**src/rtl/mc_ctrl_irq.sv**
```systemverilog
// Multi-cycle MIPS control FSM with a vectored, prioritised interrupt front end.
// Exceptions, NMI and N_IRQ maskable lines are latched on rising edges and taken only at PREFETCH.
module mc_ctrl_irq #(
    parameter int N_IRQ   = 4,
    parameter int CAUSE_W = $clog2(N_IRQ + 2)
) (
    input  logic               clk,
    input  logic               rst,
    input  logic [5:0]         op,
    input  logic [5:0]         funct,
    input  logic [N_IRQ-1:0]   irq,
    input  logic [N_IRQ-1:0]   irq_mask,
    input  logic               nmi,
    input  logic               INTD,
    output logic               isBranch,
    output logic               pcWrite,
    output logic               lorD,
    output logic               MemWrite,
    output logic               IRWrite,
    output logic               aluSrcA,
    output logic               RegWrite,
    output logic [1:0]         MemtoReg,
    output logic [1:0]         aluSrcB,
    output logic [1:0]         PCSource,
    output logic [1:0]         RegDst,
    output logic [1:0]         aluControl,
    output logic               isInterrupted,
    output logic [N_IRQ-1:0]   irq_ack,
    output logic [CAUSE_W-1:0] irq_cause,
    output logic [4:0]         state_o
);

    typedef enum logic [4:0] {
        S_FETCH     = 5'd0,
        S_DECODE    = 5'd1,
        S_MEMADDR   = 5'd2,
        S_MEMREAD   = 5'd3,
        S_MEMWB     = 5'd4,
        S_MEMWRITE  = 5'd5,
        S_EXEC      = 5'd6,
        S_ALUWB     = 5'd7,
        S_BRANCH    = 5'd8,
        S_JUMP      = 5'd9,
        S_IEXEC     = 5'd10,
        S_IWB       = 5'd11,
        S_PREFETCH  = 5'd12,
        S_JALR      = 5'd13,
        S_JR        = 5'd14,
        S_JAL       = 5'd15,
        S_IRQ_ENTRY = 5'd16,
        S_ILLEGAL   = 5'd17
    } state_t;

    localparam logic [5:0] OP_RTYPE = 6'b000000;
    localparam logic [5:0] OP_LW    = 6'b100011;
    localparam logic [5:0] OP_SW    = 6'b101011;
    localparam logic [5:0] OP_BEQ   = 6'b000100;
    localparam logic [5:0] OP_J     = 6'b000010;
    localparam logic [5:0] OP_JAL   = 6'b000011;
    localparam logic [5:0] FN_JR    = 6'b001000;
    localparam logic [5:0] FN_JALR  = 6'b001001;
    localparam logic [5:0] FN_ADD   = 6'b100000;
    localparam logic [5:0] FN_AND   = 6'b100100;
    localparam logic [5:0] FN_XOR   = 6'b100110;
    localparam logic [5:0] FN_SUB   = 6'b100010;

    localparam logic [1:0] ALU_AND = 2'b00;
    localparam logic [1:0] ALU_XOR = 2'b01;
    localparam logic [1:0] ALU_ADD = 2'b10;
    localparam logic [1:0] ALU_SUB = 2'b11;

    state_t state, state_next;

    logic [N_IRQ-1:0]   irq_q, irq_pend, irq_ready, irq_sel, irq_grant, ack_q;
    logic               nmi_q, nmi_pend, exc_pend;
    logic               found, take_any, taking;
    logic [CAUSE_W-1:0] irq_sel_cause, cause_sel;

    function automatic logic [1:0] alu_from_funct(input logic [5:0] f);
        case (f)
            FN_ADD:  return ALU_ADD;
            FN_AND:  return ALU_AND;
            FN_XOR:  return ALU_XOR;
            FN_SUB:  return ALU_SUB;
            default: return ALU_AND;
        endcase
    endfunction

    function automatic logic [1:0] alu_from_op(input logic [5:0] o);
        case (o)
            6'b001100: return ALU_AND;
            6'b001110: return ALU_XOR;
            6'b001101: return ALU_ADD;
            6'b001111: return ALU_ADD;
            default:   return ALU_AND;
        endcase
    endfunction

    // Fixed priority: exception, then NMI, then the lowest enabled maskable line.
    always_comb begin
        irq_ready     = irq_pend & irq_mask & {N_IRQ{~INTD}};
        irq_sel       = '0;
        irq_sel_cause = '0;
        found         = 1'b0;
        for (int i = 0; i < N_IRQ; i++) begin
            if (irq_ready[i] && !found) begin
                irq_sel[i]    = 1'b1;
                irq_sel_cause = CAUSE_W'(i + 2);
                found         = 1'b1;
            end
        end
        take_any  = exc_pend | nmi_pend | found;
        taking    = (state == S_PREFETCH) && take_any;
        irq_grant = '0;
        if (exc_pend) begin
            cause_sel = '0;
        end else if (nmi_pend) begin
            cause_sel = CAUSE_W'(1);
        end else begin
            cause_sel = irq_sel_cause;
            irq_grant = irq_sel;
        end
    end

    // The edge detectors track the lines during reset so a level held across reset does not pend.
    always_ff @(posedge clk) begin
        if (rst) begin
            irq_q     <= irq;
            nmi_q     <= nmi;
            irq_pend  <= '0;
            nmi_pend  <= 1'b0;
            exc_pend  <= 1'b0;
            irq_cause <= '0;
            ack_q     <= '0;
        end else begin
            irq_q    <= irq;
            nmi_q    <= nmi;
            irq_pend <= (irq_pend & ~(taking ? irq_grant : '0)) | (irq & ~irq_q);
            nmi_pend <= (nmi_pend & ~(taking && !exc_pend)) | (nmi & ~nmi_q);
            exc_pend <= (exc_pend & ~taking) | (state == S_ILLEGAL);
            if (taking) begin
                irq_cause <= cause_sel;
                ack_q     <= irq_grant;
            end
        end
    end

    always_ff @(posedge clk) begin
        if (rst) state <= S_PREFETCH;
        else     state <= state_next;
    end

    always_comb begin
        state_next = S_PREFETCH;
        case (state)
            S_PREFETCH:  state_next = take_any ? S_IRQ_ENTRY : S_FETCH;
            S_FETCH:     state_next = S_DECODE;
            S_DECODE: begin
                case (op)
                    OP_LW, OP_SW: state_next = S_MEMADDR;
                    OP_RTYPE:     state_next = S_EXEC;
                    OP_BEQ:       state_next = S_BRANCH;
                    OP_J:         state_next = S_JUMP;
                    OP_JAL:       state_next = S_JAL;
                    default:      state_next = (op[5:2] == 4'b0011) ? S_IEXEC : S_ILLEGAL;
                endcase
            end
            S_MEMADDR:   state_next = (op == OP_SW) ? S_MEMWRITE : S_MEMREAD;
            S_MEMREAD:   state_next = S_MEMWB;
            S_EXEC: begin
                case (funct)
                    FN_JALR:                        state_next = S_JALR;
                    FN_JR:                          state_next = S_JR;
                    FN_ADD, FN_AND, FN_XOR, FN_SUB: state_next = S_ALUWB;
                    default:                        state_next = S_ILLEGAL;
                endcase
            end
            S_IEXEC:     state_next = S_IWB;
            S_IRQ_ENTRY: state_next = S_FETCH;
            default:     state_next = S_PREFETCH;
        endcase
    end

    always_comb begin
        isBranch      = 1'b0;
        pcWrite       = 1'b0;
        lorD          = 1'b0;
        MemWrite      = 1'b0;
        IRWrite       = 1'b0;
        aluSrcA       = 1'b0;
        RegWrite      = 1'b0;
        MemtoReg      = 2'b00;
        aluSrcB       = 2'b00;
        PCSource      = 2'b00;
        RegDst        = 2'b00;
        aluControl    = ALU_AND;
        isInterrupted = 1'b0;
        irq_ack       = '0;
        case (state)
            S_FETCH: begin
                IRWrite    = 1'b1;
                pcWrite    = 1'b1;
                aluSrcB    = 2'b01;
                aluControl = ALU_ADD;
            end
            S_DECODE: begin
                aluSrcB    = 2'b11;
                aluControl = ALU_ADD;
            end
            S_MEMADDR: begin
                aluSrcA    = 1'b1;
                aluSrcB    = 2'b10;
                aluControl = ALU_ADD;
            end
            S_MEMREAD: lorD = 1'b1;
            S_MEMWB: begin
                RegWrite = 1'b1;
                MemtoReg = 2'b01;
            end
            S_MEMWRITE: begin
                MemWrite = 1'b1;
                lorD     = 1'b1;
            end
            S_EXEC: begin
                aluSrcA    = 1'b1;
                aluControl = alu_from_funct(funct);
            end
            S_ALUWB: begin
                RegWrite = 1'b1;
                RegDst   = 2'b01;
            end
            S_BRANCH: begin
                aluSrcA    = 1'b1;
                aluControl = ALU_SUB;
                isBranch   = 1'b1;
                PCSource   = 2'b01;
            end
            S_JUMP: begin
                pcWrite  = 1'b1;
                PCSource = 2'b10;
            end
            S_IEXEC: begin
                aluSrcA    = 1'b1;
                aluSrcB    = 2'b10;
                aluControl = alu_from_op(op);
            end
            S_IWB: RegWrite = 1'b1;
            S_JR: begin
                aluSrcA    = 1'b1;
                aluControl = ALU_ADD;
                pcWrite    = 1'b1;
            end
            S_JALR: begin
                aluSrcA    = 1'b1;
                aluControl = ALU_ADD;
                pcWrite    = 1'b1;
                RegWrite   = 1'b1;
                RegDst     = 2'b11;
                MemtoReg   = 2'b10;
            end
            S_JAL: begin
                RegWrite = 1'b1;
                RegDst   = 2'b11;
                MemtoReg = 2'b10;
                pcWrite  = 1'b1;
                PCSource = 2'b10;
            end
            S_IRQ_ENTRY: begin
                RegWrite      = 1'b1;
                RegDst        = 2'b10;
                MemtoReg      = 2'b10;
                pcWrite       = 1'b1;
                PCSource      = 2'b11;
                isInterrupted = 1'b1;
                irq_ack       = ack_q;
            end
            default: ;
        endcase
    end

    assign state_o = state;

endmodule
```
**config.mk**
```make
export PLATFORM = sky130hd
export DESIGN_NAME = mc_ctrl_irq
export DESIGN_NICKNAME = d
export VERILOG_FILES = /design/src/rtl/mc_ctrl_irq.sv
export SDC_FILE = /design/constraint.sdc
export NUM_CORES = 1
export LEC_CHECK = 0
export BUFFER_PORTS_ARGS = -buffer_cell sky130_fd_sc_hd__buf_2
export CORE_ASPECT_RATIO = 0.6
export CORE_MARGIN = 5
export CORE_UTILIZATION = 53
export CTS_CLUSTER_SIZE = 28
export DETAILED_ROUTE_END_ITERATION = 8
export PLACE_DENSITY_LB_ADDON = 0.12
export SLEW_MARGIN = 40
export SYNTH_ARGS = -nofsm -noshare
export SYNTH_HDL_FRONTEND = slang
export SYNTH_SLANG_ARGS = --single-unit
```
**constraint.sdc**
```tcl
create_clock -name clk -period 3.4 [get_ports clk]
set_input_delay 0.51 -clock clk [delete_from_list [all_inputs] [get_ports clk]]
set_output_delay 0.51 -clock clk [all_outputs]
set_load 0.02 [all_outputs]
```
==> results_tabular.tex <==
\begin{tabular}{lr}
\hline
Metric & Value \\
\hline
\multicolumn{2}{l}{\textbf{Route}} \\
\quad ANT nets after route & 0 \\
\quad Initial drt markers & 135 \\
\quad Via-per-instance ratio & $\sim$5.6 \\
\quad Number of design rule violations left after detail routing & 0 \\
\quad Average wire per cell in the routed design & $\sim$14 µm \\
\quad Number of vias in the routed layout & between 1,500 and 2,000 \\
\quad Router iterations before antenna repair & 4 \\
\quad Wirelength, routed & 4094 µm \\
\multicolumn{2}{l}{\textbf{Worst setup path}} \\
\quad WS Path Type & register to output port \\
\quad Cell chain of the critical path & nor2b\_1, nand2\_1, nor4\_1, a22oi\_1, o41ai\_1, buf\_2 \\
\quad Arr. time, crit path & 2.43 ns \\
\quad Startpoint kind of the worst setup timing path & register \\
\quad Largest fanout on the critical path & 21 \\
\quad Worst path required time & approximately 2.9 ns \\
\quad Library cell contributing the largest single delay on the critical path & sky130\_fd\_sc\_hd\_\_dfxtp\_1 \\
\quad Type of element capturing the critical path & output port \\
\quad Largest stage delay on the critical path & approximately 0.77 ns \\
\quad Cell family contributing the most delay on the critical path & simple AND/OR/NAND/NOR gates \\
\quad Number of buffer and inverter instances along the worst setup path & 1 \\
\multicolumn{2}{l}{\textbf{Timing}} \\
\quad Headroom to the max-slew limit & 0.5361 \\
\quad Worst hold margin & 0.3457 ns \\
\quad Final Max Slew Viols & 0 \\
\quad Number of hold-slack violations in the final timing report & 0 \\
\quad Setup\_tns & 0 ns \\
\quad Crit share post-route & 0.8651 \\
\quad Setup violators final & 0 \\
\quad Maximum clock rate & between 300 and 400 MHz \\
\quad Unrepaired setup endpoints after global routing & false \\
\quad Final critical-path required period & just under 3 ns \\
\quad Clock Skew & between 0.007 and 0.008 ns \\
\quad Transition time of the tightest slew-check pin & a little under 0.7 ns \\
\multicolumn{2}{l}{\textbf{Place}} \\
\quad Count of input and output buffers & 53 \\
\quad Half-perimeter wire length after detailed placement & 3227 µm \\
\quad Post-Place Cell Area & $\sim$1800 µm² \\
\quad Routability-driven placement congestion ratio & 0.8392 \\
\multicolumn{2}{l}{\textbf{Global routing}} \\
\quad Overall Global Routing Usage & 0.2120 \\
\quad Via count of the first global-routing pass & around 1,400 \\
\quad Initial antenna violation count & 0 \\
\quad Overflow left after global routing & 0 \\
\quad Largest net degree at the start of global routing & 22 \\
\quad First-pass GRT wire length & 6810 µm \\
\multicolumn{2}{l}{\textbf{Yosys}} \\
\quad Mapped Cells & a little over 200 \\
\quad Yosys cell types & between 50 and 60 \\
\quad Synth Area in Compound Gates & 0.2514 \\
\quad Flip-flop cell with the highest count after synthesis & sky130\_fd\_sc\_hd\_\_dfxtp\_1 \\
\quad Sequential element share of the synthesized area & 0.2994 \\
\quad Yosys warning total & 0 \\
\quad Largest family of logic cells by synthesized area & simple AND/OR/NAND/NOR gates \\
\quad Synthesized-area fraction occupied by adder cells & 0 \\
\quad Number of synthesized flops with an enable pin & 0 \\
\quad Number of flip-flops and latches in the synthesized netlist & 23 \\
\quad Share of flip-flops with an asynchronous set or reset after synthesis & 0 \\
\quad Simple-gate share of the synthesized area & 0.3613 \\
\quad Netlist area before placement & approximately 1500 µm² \\
\quad Mean instance size in the synthesized netlist & 7.538 µm² \\
\quad Xor and xnor fraction of the mapped netlist area & 0.02848 \\
\quad Synth Net Count & $\sim$230 \\
\quad Fraction of synthesized area in multiplexers & 0 \\
\multicolumn{2}{l}{\textbf{Floorplanning}} \\
\quad Chip height & 51.73 µm \\
\quad Die footprint & between 4000 and 5000 µm² \\
\quad IO Count & 54 \\
\quad Initial Util & 0.5426 \\
\quad Overall die width & 79.54 µm \\
\quad \# rows & 15 \\
\quad Placeable core area & 2834 µm² \\
\multicolumn{2}{l}{\textbf{Layout}} \\
\quad P\&R area growth vs syn & 19.37\% \\
\quad Nets & roughly 270 \\
\quad Diodes inserted & 0 \\
\quad Share of final-layout standard cells stronger than drive strength 1 & 0.2834 \\
\quad Final core area utilization & 0.6477 \\
\quad Fin area & around 1800 µm² \\
\multicolumn{2}{l}{\textbf{Clock network}} \\
\quad TritonCTS clock tree & done \\
\quad Number of resized instances in the post-cts repair step & 0 \\
\quad Clock slew seen by the registers of the worst setup and hold paths & 0.09 ns \\
\quad Number of CTS-inserted buffers & 3 \\
\quad CTS sink count & 23 \\
\quad \# H-tree levels & 1 \\
\quad Root cell of the clock tree & sky130\_fd\_sc\_hd\_\_clkbuf\_8 \\
\quad Worst-case clock buffer depth & 2 \\
\quad Number of buffers added to fix hold violations after cts & 0 \\
\quad Number of buffers inserted to repair setup after CTS & 0 \\
\quad Insertion delay of the later-clocked pin in the worst-skew pair & roughly 0.27 ns \\
\multicolumn{2}{l}{\textbf{Hold path}} \\
\quad Type of the tightest min-delay check & input pin to register \\
\multicolumn{2}{l}{\textbf{Power}} \\
\quad Total power divided by cell area & 450.5 nW/µm² \\
\quad Maximum vdd drop & around 0.34 mV \\
\quad Static Leakage & approximately 0.79 nW \\
\quad Overall Power & 0.0008269 W \\
\multicolumn{2}{l}{\textbf{Run}} \\
\quad Maxcap violations & 0 \\
\multicolumn{2}{l}{\textbf{Run status}} \\
\quad Outcome & completed \\
\hline
\end{tabular}
-- cells in the final DEF, fill, tap and decap left out, drive strengths merged, types with 2 or more instances in the layout --
master and n:
a211oi 2, a21o 3, a21oi 17, a22oi 2, a31oi 2, and2 5, buf 53, clkbuf 3
dfxtp 23, inv 6, nand2 22, nand2b 5, nor2 25, nor2b 9, nor3 7, nor3b 4
nor4 7, nor4b 2, o21ai 7, o21bai 2, or2 4, or3 6, or4 2, xnor2 4
-- synth_stat cells (5+ instances only) --
cell type,count,area (µm²)
sky130_fd_sc_hd__o21ai_0,7,35.03
sky130_fd_sc_hd__nor4_1,6,37.54
sky130_fd_sc_hd__nand2_1,22,82.58
sky130_fd_sc_hd__nand2b_1,5,31.28
sky130_fd_sc_hd__nor2_1,25,93.84
sky130_fd_sc_hd__inv_1,5,18.77
sky130_fd_sc_hd__nor2b_1,8,50.05
sky130_fd_sc_hd__dfxtp_1,23,460.4
sky130_fd_sc_hd__clkbuf_1,8,30.03
sky130_fd_sc_hd__a21oi_1,17,85.08
sky130_fd_sc_hd__nor3_1,6,30.03
-- layer usage --
metal,global-route usage,up-vias,part of all wire
met2,0.2770,64,0.39
li1,-,819,-
met1,0.3333,744,0.51
met4,0.02857,0,0.0024
met5,0,-,0
met3,0.06920,2,0.096
-- registers in the layout (all words and copies together) (netlist names) --
name       count
irq_q          4
nmi_q          1
nmi_pend       1
ack_q          4
exc_pend       1
irq_cause      3
irq_pend       4
state_o        5
-- worst paths after layout --
kind / to / start / slack, ns / depth (start not counted)
setup / recovery: aluControl[1] / state_o[1] / 0.46 / 6
hold / removal: irq_q[2] / irq[2] / 0.35 / 1
setup reg to reg: state_o[1] / state_o[2] / 1.30 / 5
hold reg to reg: irq_cause[0] / irq_cause[0] / 0.45 / 2
-- logic make-up after synthesis --
logic type / Yosys count
buf+inv: 20
compound gates: 54
xor+xnor: 5
flops: 23
simple gates: 102
-- area by class of cell --
cell class | instances | area (µm²)
fill | 290 | 998.5
multi-input combinational | 161 | 985.9
sequential | 23 | 460.4
timing repair buffer | 53 | 265.3
tap | 42 | 52.55
clock buffer | 3 | 41.29
inverter | 6 | 22.52
clock inverter | 1 | 7.507
-- power breakdown --
group	leakage [nW]	internal, W	switching [W]
clock network	0.0217	0.0000829	0.0000889
registers	0.189	0.000289	0.0000397
logic	0.584	0.000124	0.000202
total	0.795	0.000496	0.000331
-- per-stage QoR --
step,setup WS (ns),std cells
finish,0.4587,289
global route,0.2712,289
CTS,0.5217,289
detailed placement,0.8248,285
global placement,0.9083,285
floorplan,0.8657,204
(Power assumes the default switching activity.)
